--- config.mk ---
export PLATFORM = sky130hd
export DESIGN_NAME = dsp_mac_seq
export DESIGN_NICKNAME = d
export VERILOG_FILES = /design/src/rtl/dsp_ctrl_pkg.sv /design/src/rtl/dsp_tag_pipe.sv /design/src/rtl/dsp_mac_seq.sv
export SDC_FILE = /design/constraint.sdc
export NUM_CORES = 1
export LEC_CHECK = 0
export CORE_MARGIN = 4
export CORE_UTILIZATION = 25
export DETAILED_ROUTE_END_ITERATION = 8
export DONT_BUFFER_PORTS = 1
export PLACE_DENSITY = 0.44
export SYNTH_ARGS = -nofsm -noshare
export SYNTH_HDL_FRONTEND = slang
export SYNTH_HIERARCHICAL = 1
export SYNTH_SLANG_ARGS = --single-unit
--- constraint.sdc ---
create_clock -name clk -period 3 [get_ports clk]
set_clock_uncertainty 0.05 [all_clocks]
set_input_delay 0.45 -clock clk [delete_from_list [all_inputs] [get_ports clk]]
set_output_delay 0.45 -clock clk [all_outputs]
set_load 0.005 [all_outputs]
--- src/rtl/dsp_ctrl_pkg.sv ---
// rtl/dsp_ctrl_pkg.sv - OPMODE constants, FSM state and tag types for the DSP MAC sequencer
package dsp_ctrl_pkg;

  localparam logic [7:0] OPM_LOAD_M = 8'b0000_0001;
  localparam logic [7:0] OPM_ACC_M  = 8'b0000_1001;
  localparam logic [7:0] OPM_HOLD_P = 8'b0000_1000;

  typedef enum logic [1:0] {
    ST_IDLE,
    ST_ACCUM,
    ST_DRAIN,
    ST_HOLD
  } state_t;

  typedef struct packed {
    logic v;
    logic first;
    logic last;
    logic err;
  } tag_t;

  // Bubbles keep P; the first element of a vector overwrites it.
  function automatic logic [7:0] tag_opmode(input tag_t t);
    if (!t.v) return OPM_HOLD_P;
    return t.first ? OPM_LOAD_M : OPM_ACC_M;
  endfunction

endpackage

--- src/rtl/dsp_tag_pipe.sv ---
// rtl/dsp_tag_pipe.sv - fixed-depth shift register of element tags tracking the slice pipeline
module dsp_tag_pipe
  import dsp_ctrl_pkg::*;
#(
  parameter int DEPTH = 6
) (
  input  logic clk,
  input  logic rst_n,
  input  tag_t tag_in,
  output tag_t tap [DEPTH]
);

  tag_t stage_q [DEPTH];
  tag_t stage_d [DEPTH];

  always_comb begin
    stage_d[0] = tag_in;
    for (int i = 1; i < DEPTH; i++) begin
      stage_d[i] = stage_q[i-1];
    end
  end

  always_ff @(posedge clk or negedge rst_n) begin
    if (!rst_n) begin
      for (int i = 0; i < DEPTH; i++) begin
        stage_q[i] <= '0;
      end
    end else begin
      stage_q <= stage_d;
    end
  end

  assign tap = stage_q;

endmodule

--- src/rtl/dsp_mac_seq.sv ---
// rtl/dsp_mac_seq.sv - stream sequencer driving one DSP slice as a multiply-accumulate engine
module dsp_mac_seq
  import dsp_ctrl_pkg::*;
#(
  parameter int MUL_LAT = 3,
  parameter int MAX_LEN = 1024
) (
  input  logic                             clk,
  input  logic                             rst_n,
  input  logic                             s_valid,
  output logic                             s_ready,
  input  logic signed [17:0]               s_a,
  input  logic signed [17:0]               s_b,
  input  logic                             s_last,
  output logic                             m_valid,
  input  logic                             m_ready,
  output logic [47:0]                      m_data,
  output logic [$clog2(MAX_LEN+1)-1:0]     m_count,
  output logic                             m_err,
  output logic signed [17:0]               dsp_a,
  output logic signed [17:0]               dsp_b,
  output logic [17:0]                      dsp_d,
  output logic [47:0]                      dsp_c,
  output logic [7:0]                       dsp_opmode,
  output logic                             dsp_ce,
  output logic                             dsp_rst,
  input  logic [47:0]                      dsp_p
);

  localparam int CW    = $clog2(MAX_LEN + 1);
  localparam int DEPTH = MUL_LAT + 3;
  localparam int CAP   = MUL_LAT + 2;
  localparam int DW    = $clog2(MUL_LAT + 3);

  state_t                 state_q, state_d;
  logic                   dsp_rst_q, dsp_rst_d;
  logic                   en_q, en_d;
  logic signed [17:0]     dsp_a_q, dsp_a_d;
  logic signed [17:0]     dsp_b_q, dsp_b_d;
  logic [7:0]             opmode_q, opmode_d;
  logic [CW-1:0]          count_q, count_d;
  logic [DW-1:0]          drain_q, drain_d;
  logic [47:0]            m_data_q, m_data_d;
  logic [CW-1:0]          m_count_q, m_count_d;
  logic                   m_err_q, m_err_d;

  logic                   accept;
  logic                   first;
  logic                   force_last;
  logic                   cap;
  tag_t                   tag_in;
  tag_t                   tap [DEPTH];

  dsp_tag_pipe #(.DEPTH(DEPTH)) u_tags (
    .clk    (clk),
    .rst_n  (rst_n),
    .tag_in (tag_in),
    .tap    (tap)
  );

  always_ff @(posedge clk or negedge rst_n) begin
    if (!rst_n) begin
      state_q <= ST_IDLE;
      drain_q <= '0;
    end else begin
      state_q <= state_d;
      drain_q <= drain_d;
    end
  end

  always_comb begin
    state_d = state_q;
    drain_d = '0;
    case (state_q)
      ST_IDLE:  if (accept) state_d = tag_in.last ? ST_DRAIN : ST_ACCUM;
      ST_ACCUM: if (accept && tag_in.last) state_d = ST_DRAIN;
      ST_DRAIN: begin
        // Held until the last tag has left the P stage and been captured.
        if (drain_q == DW'(MUL_LAT + 2)) begin
          state_d = ST_HOLD;
        end else begin
          drain_d = drain_q + DW'(1);
        end
      end
      ST_HOLD:  if (m_ready) state_d = ST_IDLE;
      default:  state_d = ST_IDLE;
    endcase
  end

  always_comb begin
    s_ready = en_q && (state_q == ST_IDLE || state_q == ST_ACCUM);
    m_valid = (state_q == ST_HOLD);
  end

  always_comb begin
    accept     = s_valid && s_ready;
    first      = (state_q == ST_IDLE);
    count_d    = count_q;
    dsp_a_d    = dsp_a_q;
    dsp_b_d    = dsp_b_q;
    force_last = 1'b0;
    tag_in     = '0;
    if (accept) begin
      count_d    = first ? CW'(1) : count_q + CW'(1);
      force_last = !s_last && (count_d == CW'(MAX_LEN));
      dsp_a_d    = s_a;
      dsp_b_d    = s_b;
      tag_in.v     = 1'b1;
      tag_in.first = first;
      tag_in.last  = s_last || force_last;
      tag_in.err   = force_last;
    end

    opmode_d  = tag_opmode(tap[MUL_LAT]);
    dsp_rst_d = 1'b0;
    en_d      = !dsp_rst_q;

    cap       = tap[CAP].v && tap[CAP].last;
    m_data_d  = m_data_q;
    m_count_d = m_count_q;
    m_err_d   = m_err_q;
    if (cap) begin
      m_data_d  = dsp_p;
      m_count_d = count_q;
      m_err_d   = tap[CAP].err;
    end
  end

  always_ff @(posedge clk or negedge rst_n) begin
    if (!rst_n) begin
      dsp_rst_q <= 1'b1;
      en_q      <= 1'b0;
      dsp_a_q   <= '0;
      dsp_b_q   <= '0;
      opmode_q  <= OPM_HOLD_P;
      count_q   <= '0;
      m_data_q  <= '0;
      m_count_q <= '0;
      m_err_q   <= 1'b0;
    end else begin
      dsp_rst_q <= dsp_rst_d;
      en_q      <= en_d;
      dsp_a_q   <= dsp_a_d;
      dsp_b_q   <= dsp_b_d;
      opmode_q  <= opmode_d;
      count_q   <= count_d;
      m_data_q  <= m_data_d;
      m_count_q <= m_count_d;
      m_err_q   <= m_err_d;
    end
  end

  assign dsp_a      = dsp_a_q;
  assign dsp_b      = dsp_b_q;
  assign dsp_d      = '0;
  assign dsp_c      = '0;
  assign dsp_opmode = opmode_q;
  assign dsp_ce     = rst_n;
  assign dsp_rst    = dsp_rst_q;
  assign m_data     = m_data_q;
  assign m_count    = m_count_q;
  assign m_err      = m_err_q;

endmodule

Word level (Yosys, flattened, before mapping)
Index checks and enable logic that the tools add are counted.
{"block": "word_totals", "ff_bits": 144, "inputBits": 89, "out_inout_bits": 174, "word_cells": 67}
{"block": "op_classes", "muxes": 12, "n_reduce_logical": 11, "n_eq_ne": 9, "add_sub_neg": 2}
{"cell": "4-bit 2-to-1 mux", "n": 3}
{"cell": "11-bit by 1-bit adder with 11-bit output, second input constant", "n": 1}
{"cell": "11-bit equality test, second input constant", "n": 1}
{"cell": "11-bit 2-to-1 mux", "n": 1}
{"cell": "2-bit 2-to-1 mux", "n": 5}
{"cell": "2-bit one-hot mux with 4 select lines", "n": 1}
{"cell": "3-bit 2-to-1 mux", "n": 2}
{"cell": "1-bit logical AND", "n": 5}
{"cell": "2-bit equality test, second input constant", "n": 2}
{"cell": "2-bit by 1-bit != test with 1-bit output, second input constant", "n": 2}
{"cell": "2-bit != test, second input constant", "n": 2}
{"cell": "4-bit AND reduction", "n": 1}
{"cell": "3-bit by 1-bit adder with 3-bit output, second input constant", "n": 1}
{"cell": "3-bit equality test, second input constant", "n": 1}
{"cell": "2-bit by 1-bit equality test with 1-bit output, second input constant", "n": 1}
{"cell": "1-bit logical NOT", "n": 2}
{"cell": "2-bit logical NOT", "n": 1}
{"cell": "1-bit logical OR", "n": 2}

Longest topological paths before layout
Gate-level depths: netlist of the first run.
{"block": "depth", "depth_word": 9, "depth_mapped": 8, "mapped_depth_nobuf": 8}

By module
Netlist of the first run, hierarchy kept.
{"module": "dsp_mac_seq", "area_per_inst_um2": 5326.4, "seq_area_each_um2": 2905.3, "cells_each": 489, "n_inst": 1}
{"module": "dsp_tag_pipe", "area_per_inst_um2": 600.6, "seq_area_each_um2": 600.6, "cells_each": 24, "n_inst": 1}

Worst setup path before layout of the first run
OpenSTA, ideal clock, no wires.
{"block": "synth_timing", "path_type": "register -> register", "from": "reg state_q[0]", "to": "reg state_q[1]", "slack_ns": 0.464, "arrival_ns": 2.362, "required_ns": 2.826, "path_buffers": 0, "synth_period_minus_slack_ns": 2.536, "setup_time_ns": 0.124, "path_stages_with_launch": 9, "path_cell_list": "dfrtp_1 inv_1 ha_1 nand4b_2 or4b_1 a221o_1 o41ai_4 o221a_1 nand2_1"}
{"element": "start, declared", "line_no": "dsp_mac_seq.sv:35", "rtl": "state_t state_q, state_d;"}
{"element": "start signal, assigned", "line_no": "dsp_mac_seq.sv:66", "rtl": "state_q <= state_d;"}

==> flow_summary.json, run 1 <==
{
  "status": "complete, but fails checks",
  "violations": "negative hold slack",
  "path_max_fanout": 6,
  "grt_pass1_vias": 3584,
  "syn_avg_cell_area_um2": 11.50,
  "holdCritPathClass": "in -> async",
  "via_count": 3394,
  "cts_root_buffer": "clkbuf_16",
  "reg2reg_from": "state_q[1]",
  "top_layer": "met4",
  "detail_route.iter0.violations": 155,
  "cts_max_level": 4,
  "gp_congestion": 0.7424,
  "maxSlewHeadroom": 0.4789,
  "period_share": 0.8769,
  "routedWlPerCell_um": 14.24,
  "finalSetupTns_ps": 0,
  "grt_pass1_wl_mm": 18.93,
  "dieArea_um2": 26020,
  "area_growth_pct": 11.58,
  "clkSinkCount": 138,
  "slew_viol_final": 0,
  "grt_usage": 0.09212,
  "fin_area_um2": 6558,
  "drc_errors": 0,
  "firstDrtPassIters": 4,
  "grt_max_degree": 140,
  "rows": 55,
  "io_pins": 263,
  "grt.overflow.total": 0,
  "drt_wl_total_mm": 11.94,
  "cp_slowest_cell": "or4b_1",
  "p_per_area_nw_per_um2": 952.3,
  "vdd_drop_max_mv": 0.2837,
  "cts_resized": 0,
  "cpPeakStageDelay_ps": 470,
  "clkLatencyLatePin_ps": 410,
  "cts_buffers": 17,
  "dp_hpwl_mm": 8.427,
  "fmax_ghz": 0.3801,
  "required_ps": 3250,
  "p_leak_nw": 3.150,
  "dr_wl_met2_mm": 5.982,
  "r2r_cells": 8,
  "worstSetupStartpointType": "flop",
  "initial_core_util": 0.2565,
  "finalCriticalPeriod_ps": 2631,
  "core-area_um2": 22920,
  "netlist_instances": 511,
  "rrSetupSlack_ps": 370,
  "dieHeight_um": 161.3,
  "crit_type": "reg -> reg",
  "hold_ws_ps": -319.8,
  "antenna_cells": 0,
  "die_w_um": 161.3,
  "finalNetCount": 607,
  "arrival_ps": 2880,
  "placed_area_um2": 5953,
  "finalSetupViolCount": 0,
  "post_cts_buffers": 0,
  "path_cells": "inv_1, ha_1, nand4b_2, or4b_1, a221o_1, o41ai_4, o221a_1, nand2_1",
  "cts.clk_slew.worst_paths_ps": 60,
  "viasPerCell": 4.050,
  "yosys_warnings": 6,
  "ant_nets": 0,
  "port-buffer-count": 0,
  "finalHoldViolCount": 138,
  "r2r_end": "state_q[1]",
  "synth_area_um2": 5877,
  "cts_buffer_depth": 2,
  "wl_met1_mm": 4.374,
  "layout-drive-gt1-share": 0.2038,
  "dr_wl_met3_mm": 1.437,
  "cap_viol_max_count": 0,
  "grt_setup_unrepaired": "no",
  "crit_path_end_kind": "flop",
  "antenna_found_initial": 0,
  "cts_tree": "yes",
  "worstMarginPinSlew_ps": 781.7
}
[worst max-delay path: cells and delay by family (launching register included)]
family	cells	cell delay (ps)
AO/OA/AOI/OAI	3	950
adder cells (fa/ha/maj)	1	290
buffers and inverters	1	150
flip-flops	1	410
AND/OR/NAND/NOR	3	660
[power breakdown]
part,leakage (nW),switching (W),internal (W)
Sequential,1.74,0.000537,0.00252
Clock,0.295,0.000871,0.00126
Combinational,1.12,0.000540,0.000520
[worst max-delay path by stage]
stage | from | end | slack, ps
finish | state_q[1] | state_q[1] | 370
detailed placement | state_q[1] | state_q[1] | 390
global route | state_q[1] | state_q[1] | 200
CTS | state_q[1] | state_q[1] | 350
floorplan | state_q[0] | state_q[1] | 460
global placement | count_q[0] | state_q[1] | 480
[cell usage in the layout, fill, tap and decap left out, types with 3 or more instances in the layout]
cell type    n
conb_1      73
o21ai_0     12
buf_4        4
dfrtp_1    136
o211ai_1     4
o31ai_1      4
inv_1        6
a31oi_1      3
a21oi_1      3
clkbuf_16   17
inv_6        8
and3_1       5
nand2_1    124
mux2_2      61
ha_1         6
nor2_1      12
nand3_1      7
[per-stage QoR]
step | cells | power, W | utilization | setup WS, ps | hold slack, ps
6_report | 838 | 0.006245 | 0.2862 | 369.2 | -319.8
3_5_place_dp | 806 | 0.004181 | 0.2598 | 393.4 | 107.8
4_1_cts | 838 | 0.006374 | 0.2862 | 354.4 | -354.0
5_1_grt | 838 | 0.006679 | 0.2862 | 195.8 | -363.1
3_3_place_gp | 806 | 0.004139 | 0.2598 | 479.9 | 107.2
2_1_floorplan | 583 | 0.003879 | - | 464.1 | 104.4
[state kept, by name (all words and copies together) (netlist names)]
| register | flops |
|---|---|
| dsp_opmode | 2 |
| u_tags/tap | 22 |
| dsp_a | 18 |
| state_q | 2 |
| count_q | 11 |
| drain_q | 3 |
| m_count | 11 |
| dsp_rst | 1 |
| dsp_b | 18 |
| en_q | 1 |
| m_err | 1 |
| m_data | 48 |
[final cells by class]
type                    instances  area, um^2
clock inverters                15       178.9
multi-input cells             343        2029
repair buffers                  5       50.05
inverters                       7       26.28
fillers                      2335       16360
well taps                     313       391.6
flip-flops and latches        138        3456
clock buffers                  17       425.4
[metal layers]
metal / track usage / vias up
met2: 0.1563 / 215
met4: 0.03761 / 0
met3: 0.04772 / 10
met1: 0.09653 / 1630
li1: - / 1539
met5: 0 / -
No activity file was read; power rests on OpenSTA's default activity.
==> run 2, diff against run 1 <==
- CAP_MARGIN: not set -> 20
- CORE_MARGIN: 4 -> 3
==> flow_summary.json, run 2 (synthesized netlist as in run 1, its figures left out) <==
{
  "status": "complete, but fails checks",
  "violations": "negative hold slack",
  "worstSetupStartpointType": "flop",
  "utilization": 0.2867,
  "dieArea_um2": 25380,
  "firstDrtPassIters": 4,
  "grt_usage": 0.09391,
  "cts_buffers": 17,
  "finalHoldViolCount": 138,
  "cts_tree": "yes",
  "period_share": 0.8719,
  "arrival_ps": 2870,
  "grt_pass1_wl_mm": 19.00,
  "clkLatencyLatePin_ps": 420,
  "grt_setup_unrepaired": "no",
  "dieHeight_um": 159.3,
  "finalSetupTns_ps": 0,
  "hold_ws_ps": -321.8,
  "antenna_found_initial": 0,
  "p_per_area_nw_per_um2": 957.5,
  "fmax_ghz": 0.3823,
  "gp_congestion": 0.7808,
  "antenna_cells": 0,
  "detail_route.iter0.violations": 148,
  "final_common_cell": "dfrtp_1",
  "core-area_um2": 22850,
  "finalCriticalPeriod_ps": 2616,
  "dp_hpwl_mm": 8.371,
  "layout-drive-gt1-share": 0.2053,
  "routedWlPerCell_um": 14.42,
  "vdd_drop_max_mv": 0.2979,
  "grt_pass1_vias": 3498,
  "regArea_um2": 3456,
  "clkSinkCount": 138,
  "drc_errors": 0,
  "area_growth_pct": 11.45,
  "finalSetupViolCount": 0,
  "p_leak_nw": 3.149,
  "crit_type": "reg -> reg",
  "filler_cell_count": 2378,
  "holdCritPathClass": "in -> async",
  "slew_viol_final": 0,
  "multi_input_area_um2": 2029,
  "cts_max_level": 4,
  "grt.overflow.total": 0,
  "grt_max_degree": 140,
  "viasPerCell": 4.088,
  "finalNetCount": 608,
  "required_ps": 3250,
  "cts.clk_slew.worst_paths_ps": 70,
  "cap_viol_max_count": 0,
  "largest_register_ffs": 48,
  "initial_core_util": 0.2572,
  "drt_wl_total_mm": 12.10,
  "maxSlewHeadroom": 0.4736,
  "die_w_um": 159.3,
  "via_count": 3430,
  "cts_buffer_depth": 2,
  "rows": 55,
  "io_pins": 263,
  "worstMarginPinSlew_ps": 789.6,
  "cts_resized": 0,
  "post_cts_buffers": 0,
  "crit_path_end_kind": "flop",
  "cts_root_buffer": "clkbuf_16",
  "path_max_fanout": 6,
  "final_cell_mix": "136 x dfrtp_1, 124 x nand2_1, 73 x conb_1",
  "ant_nets": 0,
  "port-buffer-count": 0
}
run 2: report_power, final:
group / total, W / switching [W] / internal, W
Clock: 0.00214 / 0.000883 / 0.00126
Sequential: 0.00306 / 0.000539 / 0.00252
Combinational: 0.00107 / 0.000553 / 0.000520
run 2: layout make-up:
cell class	instances	share of cell area
clock buffers	17	0.06495
clock inverters	15	0.02693
inverters	7	0.004011
multi-input cells	343	0.3098
flip-flops and latches	138	0.5276
well taps	313	0.05979
repair buffers	6	0.006877
run 2: routing by layer:
layer | track usage | share of wire
met2 | 0.1489 | 0.48
met4 | 0.03382 | 0.011
met5 | 0 | 0
met3 | 0.05021 | 0.12
met1 | 0.1082 | 0.39
run 2: worst paths after layout:
kind	to	depth (start not counted)	slack [ps]	startpoint
setup / recovery	state_q[1]	8	380	state_q[1]
hold / removal	m_data[0]	0	-320	rst_n
setup reg to reg	state_q[1]	8	380	state_q[1]
hold reg to reg	u_tags/tap[10]	0	300	u_tags/tap[14]
max in group asynchronous	dsp_rst	0	2970	rst_n
min in group clk	u_tags/tap[20]	1	60	s_last
run 2: critical path, stage by stage, from the launching register on:
cell and delay (ps):
dfrtp_1 420, inv_1 140, ha_1 280, nand4b_2 130, or4b_1 470, a221o_1 320, o41ai_4 360, o221a_1 270
nand2_1 60
run 2: stage by stage:
| stage | power [W] | setup slack [ps] | instance area [um^2] | instances |
|---|---|---|---|---|
| floorplan | 0.003879 | 464.1 | 6147 | 583 |
| global placement | 0.004112 | 490.1 | 5948 | 807 |
| detailed placement | 0.004191 | 390.9 | 5948 | 807 |
| CTS | 0.006393 | 363.4 | 6550 | 839 |
| global route | 0.006685 | 174.0 | 6550 | 839 |
| finish | 0.006271 | 384.2 | 6550 | 839 |
